`config.mk`:
```
export PLATFORM = sky130hd
export DESIGN_NAME = imem_boot_loader
export DESIGN_NICKNAME = d
export VERILOG_FILES = /design/src/rtl/boot_pkg.sv /design/src/rtl/boot_xor_acc.sv /design/src/rtl/imem_boot_loader.sv
export SDC_FILE = /design/constraint.sdc
export NUM_CORES = 1
export LEC_CHECK = 0
export ABC_AREA = 1
export BUFFER_PORTS_ARGS = -buffer_cell sky130_fd_sc_hd__buf_4
export CAP_MARGIN = 20
export CORE_MARGIN = 1.5
export CORE_UTILIZATION = 35
export CTS_CLUSTER_SIZE = 28
export DETAILED_ROUTE_END_ITERATION = 6
export PLACE_DENSITY = 0.58
export SYNTH_ARGS = -nofsm -noshare
export SYNTH_HDL_FRONTEND = slang
export SYNTH_SLANG_ARGS = --single-unit
```
`constraint.sdc`:
```
create_clock -name clk -period 1.95 [get_ports clk]
set_input_delay 0.195 -clock clk [delete_from_list [all_inputs] [get_ports clk]]
set_output_delay 0.195 -clock clk [all_outputs]
set_load 0.02 [all_outputs]
```
`src/rtl/boot_pkg.sv`:
```
// Shared definitions for the instruction-memory boot loader.
// Optional checksum support is controlled by the BOOT_CHECKSUM_EN macro.
package boot_pkg;

  // Default word-index width (capacity 2**BOOT_ADDR_W words).
  localparam int unsigned BOOT_ADDR_W = 8;

  // Default frame start marker.
  localparam logic [7:0] BOOT_SYNC_BYTE = 8'hA5;

  typedef enum logic [3:0] {
    ST_IDLE    = 4'd0,
    ST_LEN_HI  = 4'd1,
    ST_LEN_LO  = 4'd2,
    ST_DATA_HI = 4'd3,
    ST_DATA_LO = 4'd4,
`ifdef BOOT_CHECKSUM_EN
    ST_CHK     = 4'd5,
`endif
    ST_DRAIN   = 4'd6,
    ST_DONE    = 4'd7,
    ST_ERR     = 4'd8
  } boot_state_e;

  // Byte acceptance is closed only while draining or parked in a final state.
  function automatic logic st_rx_ready(input boot_state_e s);
    case (s)
      ST_DRAIN, ST_DONE, ST_ERR: return 1'b0;
      default:                   return 1'b1;
    endcase
  endfunction

endpackage

```
`src/rtl/boot_xor_acc.sv`:
```
// 8-bit clear/accumulate XOR register used for the frame checksum.
// Instantiated only when BOOT_CHECKSUM_EN is defined.
module boot_xor_acc
  import boot_pkg::*;
(
  input  logic       clk,
  input  logic       reset,
  input  logic       i_clr,
  input  logic       i_en,
  input  logic [7:0] i_din,
  output logic [7:0] o_acc
);

  logic [7:0] r_acc;

  // Running XOR; clear wins over accumulate so a new frame starts from zero.
  always_ff @(posedge clk or posedge reset) begin
    if (reset) begin
      r_acc <= 8'h00;
    end else if (i_clr) begin
      r_acc <= 8'h00;
    end else if (i_en) begin
      r_acc <= r_acc ^ i_din;
    end else begin
      r_acc <= r_acc;
    end
  end

  assign o_acc = r_acc;

endmodule

```
`src/rtl/imem_boot_loader.sv`:
```
// Byte-stream boot loader feeding the instruction memory write port of the
// 16-bit MIPS core. Assembles big-endian words from a framed image
// (SYNC, LEN_HI, LEN_LO, LEN x {HI,LO} [, CHK]) and holds the core in reset
// until the image is loaded.
// Macro BOOT_CHECKSUM_EN: adds the trailing CHK byte and XOR verification.
module imem_boot_loader
  import boot_pkg::*;
#(
  parameter int unsigned ADDR_W    = BOOT_ADDR_W,
  parameter logic [7:0]  SYNC_BYTE = BOOT_SYNC_BYTE
) (
  input  logic        clk,
  input  logic        reset,
  input  logic [7:0]  rx_data,
  input  logic        rx_valid,
  output logic        rx_ready,
  input  logic        start,
  output logic        imem_we,
  output logic [15:0] imem_addr,
  output logic [15:0] imem_wdata,
  output logic        cpu_reset,
  output logic        done,
  output logic        error
);

  // Number of words the memory can hold; LEN above this is rejected.
  localparam logic [16:0] CAP_WORDS = 17'd1 << ADDR_W;

  boot_state_e       r_state;
  boot_state_e       w_next_state;
  logic              r_rx_ready;
  logic              r_imem_we;
  logic [15:0]       r_imem_addr;
  logic [15:0]       r_imem_wdata;
  logic              r_cpu_reset;
  logic              r_done;
  logic              r_error;
  logic [7:0]        r_len_hi;
  logic [15:0]       r_len;
  logic [7:0]        r_data_hi;
  logic [ADDR_W-1:0] r_index;

  logic              w_xfer;
  logic [15:0]       w_len;
  logic              w_len_over;
  logic              w_last_word;

  assign w_xfer      = rx_valid & r_rx_ready;
  assign w_len       = {r_len_hi, rx_data};
  assign w_len_over  = ({1'b0, w_len} > CAP_WORDS);
  assign w_last_word = (16'(r_index) == (r_len - 16'd1));

`ifdef BOOT_CHECKSUM_EN
  logic       w_acc_clr;
  logic       w_acc_en;
  logic [7:0] w_acc;

  // Accumulator restarts when the sync byte is taken (entry to LEN_HI).
  assign w_acc_clr = (r_state == ST_IDLE) && w_xfer && (rx_data == SYNC_BYTE);
  assign w_acc_en  = w_xfer && ((r_state == ST_LEN_HI) || (r_state == ST_LEN_LO) ||
                                (r_state == ST_DATA_HI) || (r_state == ST_DATA_LO));

  boot_xor_acc u_xor_acc (
    .clk   (clk),
    .reset (reset),
    .i_clr (w_acc_clr),
    .i_en  (w_acc_en),
    .i_din (rx_data),
    .o_acc (w_acc)
  );

  localparam boot_state_e TAIL_STATE = ST_CHK;
`else
  localparam boot_state_e TAIL_STATE = ST_DRAIN;
`endif

  // Next-state decode; bytes only move the machine on an accepted transfer.
  always_comb begin
    w_next_state = r_state;
    case (r_state)
      ST_IDLE: begin
        if (w_xfer && (rx_data == SYNC_BYTE)) w_next_state = ST_LEN_HI;
        else                                  w_next_state = ST_IDLE;
      end
      ST_LEN_HI: begin
        if (w_xfer) w_next_state = ST_LEN_LO;
        else        w_next_state = ST_LEN_HI;
      end
      ST_LEN_LO: begin
        if (!w_xfer)               w_next_state = ST_LEN_LO;
        else if (w_len_over)       w_next_state = ST_ERR;
        else if (w_len == 16'd0)   w_next_state = TAIL_STATE;
        else                       w_next_state = ST_DATA_HI;
      end
      ST_DATA_HI: begin
        if (w_xfer) w_next_state = ST_DATA_LO;
        else        w_next_state = ST_DATA_HI;
      end
      ST_DATA_LO: begin
        if (!w_xfer)         w_next_state = ST_DATA_LO;
        else if (w_last_word) w_next_state = TAIL_STATE;
        else                 w_next_state = ST_DATA_HI;
      end
`ifdef BOOT_CHECKSUM_EN
      ST_CHK: begin
        if (!w_xfer)              w_next_state = ST_CHK;
        else if (rx_data == w_acc) w_next_state = ST_DRAIN;
        else                      w_next_state = ST_ERR;
      end
`endif
      ST_DRAIN: w_next_state = ST_DONE;
      ST_DONE, ST_ERR: begin
        if (start) w_next_state = ST_IDLE;
        else       w_next_state = r_state;
      end
      default: w_next_state = ST_IDLE;
    endcase
  end

  // State register, registered status outputs and the memory write port.
  always_ff @(posedge clk or posedge reset) begin
    if (reset) begin
      r_state      <= ST_IDLE;
      r_rx_ready   <= 1'b1;
      r_imem_we    <= 1'b0;
      r_imem_addr  <= 16'h0000;
      r_imem_wdata <= 16'h0000;
      r_cpu_reset  <= 1'b1;
      r_done       <= 1'b0;
      r_error      <= 1'b0;
      r_len_hi     <= 8'h00;
      r_len        <= 16'h0000;
      r_data_hi    <= 8'h00;
      r_index      <= '0;
    end else begin
      r_state     <= w_next_state;
      r_rx_ready  <= st_rx_ready(w_next_state);
      r_cpu_reset <= (w_next_state != ST_DONE);
      r_done      <= (w_next_state == ST_DONE);
      r_error     <= (w_next_state == ST_ERR);
      r_imem_we   <= 1'b0;
      if (w_xfer) begin
        case (r_state)
          ST_LEN_HI:  r_len_hi <= rx_data;
          ST_LEN_LO: begin
            r_len   <= w_len;
            r_index <= '0;
          end
          ST_DATA_HI: r_data_hi <= rx_data;
          ST_DATA_LO: begin
            r_imem_we    <= 1'b1;
            r_imem_addr  <= 16'({r_index, 1'b0});
            r_imem_wdata <= {r_data_hi, rx_data};
            r_index      <= r_index + ADDR_W'(1);
          end
          default: begin
          end
        endcase
      end else if (((r_state == ST_DONE) || (r_state == ST_ERR)) && start) begin
        r_index <= '0;
      end
    end
  end

  assign rx_ready   = r_rx_ready;
  assign imem_we    = r_imem_we;
  assign imem_addr  = r_imem_addr;
  assign imem_wdata = r_imem_wdata;
  assign cpu_reset  = r_cpu_reset;
  assign done       = r_done;
  assign error      = r_error;

endmodule

```
==> summary.txt <==
P per Cell Area = 1200 mW/mm2
Max cap viols = 0
Switching share of power = 38.2%
Core outline area = 0.0102 mm2
Synthesis-to-finish area growth = 20.1%
Arrival @ worst endpoint = 2.03 ns
Gr ovfl total = 0
Final min period = 1.79 ns
Comb pwr share = 31.3%
Top cell type's share of synthesized area = 48.5%
Hold Crit Depth = 3
Worst Hold Class = in -> reg
Most common cell after layout, fill and taps aside = nand2_1
Unrepaired setup endpoints after global routing = no
R2r setup slk = 0.16 ns
Final Core Density = 43.0%
Routed vias = 3006
Post-DP HPWL = 6.03 mm
Crit path launch type = flop
Seq. cell area = 0.00183 mm2
Number of detailed-route iterations in the first pass = 4
Worst skew pair latency = 0.35 ns
DR vias/cell = 4.62
Async SR Flop Fraction = 100%
Net Switching = 0.00201 W
Worst hold start = rx_data[4]
Post-Synth Simple-Gate Area = 28.8%
Share of post-route cells with drive strength above 1 = 20.6%
Layout Skew = 0.0118 ns
CP Class = reg -> reg
Global-route wire length before repair = 13.9 mm
Main area contributors after synthesis = dfrtp_1 48%, nand2_1 15%, o21ai_0 7.2%, inv_1 5.3%, nor2_1 4.1%
Static Leak = 2.17 nW
Vias in the first global route = 2895
Initial antenna violation count = 0
Drt wl/cell = 12.6 um
Clock root buffer = clkbuf_8
Clk sinks = 73
Cell Area, Synth = 0.00367 mm2
Die area = 0.0111 mm2
Endpoint of the worst hold path = r_len[4]
Reg clk slew, reported paths = 0.08 ns
Post-Synth XOR/XNOR Area = 3.11%
Status = finished, final reports clean
Die width = 105 um
Total track usage = 15.8%
Unique masters post-synth = 32
Worst Reg-to-Reg Cells = 12
Net count, final = 524
RR Startpoint = rx_ready
Clock share of power = 23.5%
Main flop type after synthesis = dfrtp_1
Most frequent cells in the layout = 144 x nand2_1, 68 x dfrtp_1, 52 x o21ai_0
Initial Utilization = 35.8%
Yosys warns = 0
I/O Buffers = 40
Seq cells post-synth = 73
Pin count of the biggest net entering global routing = 49
Endpoints failing setup = 0
# rows = 37
Final hold viol count = 0
Die Y = 105 um
Crit. End Element = flop
Multiplexer share of the synthesized area = 0.273%
Largest area contributor in the netlist = dfrtp_1
I/O Pins = 49
VDD IR max = 0.710 mV
Total negative setup slack = 0 ns
Multi-input gate area = 0.00160 mm2
CTS tree = done
Worst R2R End = r_index[6]
Post-synth EDFFs = 0
Htree depth = 3
Area fraction in compound gates after synthesis = 8.60%
Fill count = 1048
CTS Buf Count = 9
Seq/Total Area, Yosys = 49.9%
Clock buffer depth = 2
Max Freq = 560 MHz
Final WL = 8.20 mm
DRT antenna net count = 0
Diode count = 0
Max-slew headroom = 59.4%
Pins Over Slew Limit = 0
Sequential Power Share = 45.2%
Maximum net fanout on the critical path = 6
CP required = 2.20 ns
Routability cong. = 0.923
Residual DRC = 0
Slew @ Worst Pin = 0.609 ns
Post-synthesis area per instance = 7.95 um2
Adder-cell share of the synthesized area = 0.683%
Syn Inst Count = 461
DR iter-0 viols = 123
P_int = 0.00325 W
Main combinational cell family by area after synthesis = simple AND/OR/NAND/NOR gates
Tcrit/Tclk final = 91.6%
## how the worst max path moves through the flow
stage,start,to
final,rx_ready,r_index[6]
after global routing,r_len[3],rx_ready
after CTS,r_len[0],rx_ready
after detailed placement,r_len[0],rx_ready
after global placement,r_len[0],rx_ready
after floorplan,rx_ready,r_index[6]
## kinds of logic after synthesis
family / Yosys count
XOR/XNOR: 13
AND/OR/NAND/NOR: 234
AO/OA/AOI/OAI: 62
other: 1
adder cells (fa/ha/maj): 2
flip-flops: 73
buffers and inverters: 75
multiplexers: 1
## area by class of cell
cell class | instances | area share, %
well taps | 136 | 3.86
repair buffers | 49 | 8.50
clock inverters | 7 | 1.85
multi-input cells | 320 | 36.4
clock buffers | 9 | 2.81
flip-flops and latches | 73 | 41.6
inverters | 57 | 4.94
## stage by stage
step	worst slack (ns)	total power, W	instances	area (um2)	hold WS [ns]
finish	0.164	0.00526	651	4400	0.0866
detailed placement	0.0389	0.00395	634	4130	0.304
global placement	0.0936	0.00393	634	4130	0.297
global route	0.000694	0.00567	651	4400	0.0842
floorplan	0.157	0.00344	468	3700	0.316
CTS	0.0217	0.00522	651	4340	0.0777
## Yosys cell counts (all sizes together), types with 3 or more instances
cell type  count
clkbuf        10
o21ai         56
nand3         20
buf            8
dfrtp         71
nor3           8
inv           57
nor4           3
nor2          48
xnor2          7
nand2        149
a21oi          5
xor2           6
## layer usage
layer / wire [um] / part of all wire, % / track usage, % / up-vias
met4: 88 / 1.1 / 4.40 / 0
met5: 0 / 0 / 0 / -
met2: 3910 / 48 / 25.8 / 52
met1: 3830 / 47 / 20.9 / 1425
met3: 376 / 4.6 / 3.65 / 7
li1: - / - / - / 1522
## flip-flops by register name (all words and copies together), names as in the netlist, 4 cells and up
name,cells
r_len_hi,8
r_len,16
r_data_hi,8
imem_addr,8
r_index,8
r_state,4
imem_wdata,16
## worst max-delay path, cell delays in order (launching register included)
cell	delay, ns
dfstp_2	0.56
nand2_4	0.10
inv_2	0.13
nand3_4	0.09
nor2_4	0.10
inv_2	0.06
nand3_4	0.11
nand2_2	0.06
nor2_2	0.09
nand2_1	0.10
nor2_2	0.11
xor2_1	0.15
nor2_1	0.05
## timing repair
action	CTS	global route
setup endpoints to repair	0	3
resized for setup	0	21
hold endpoints to repair	25	0
hold buffers	1	0
setup buffers	0	0
## power by group through the flow
stage	clock network (W)	logic, W	registers (W)
after floorplan	0	0.00104	0.00240
after global placement	0	0.00157	0.00236
after detailed placement	0	0.00159	0.00236
after CTS	0.00128	0.00160	0.00234
after global routing	0.00135	0.00188	0.00245
final	0.00124	0.00165	0.00238
Note: power is estimated with default switching activity, not from simulation.
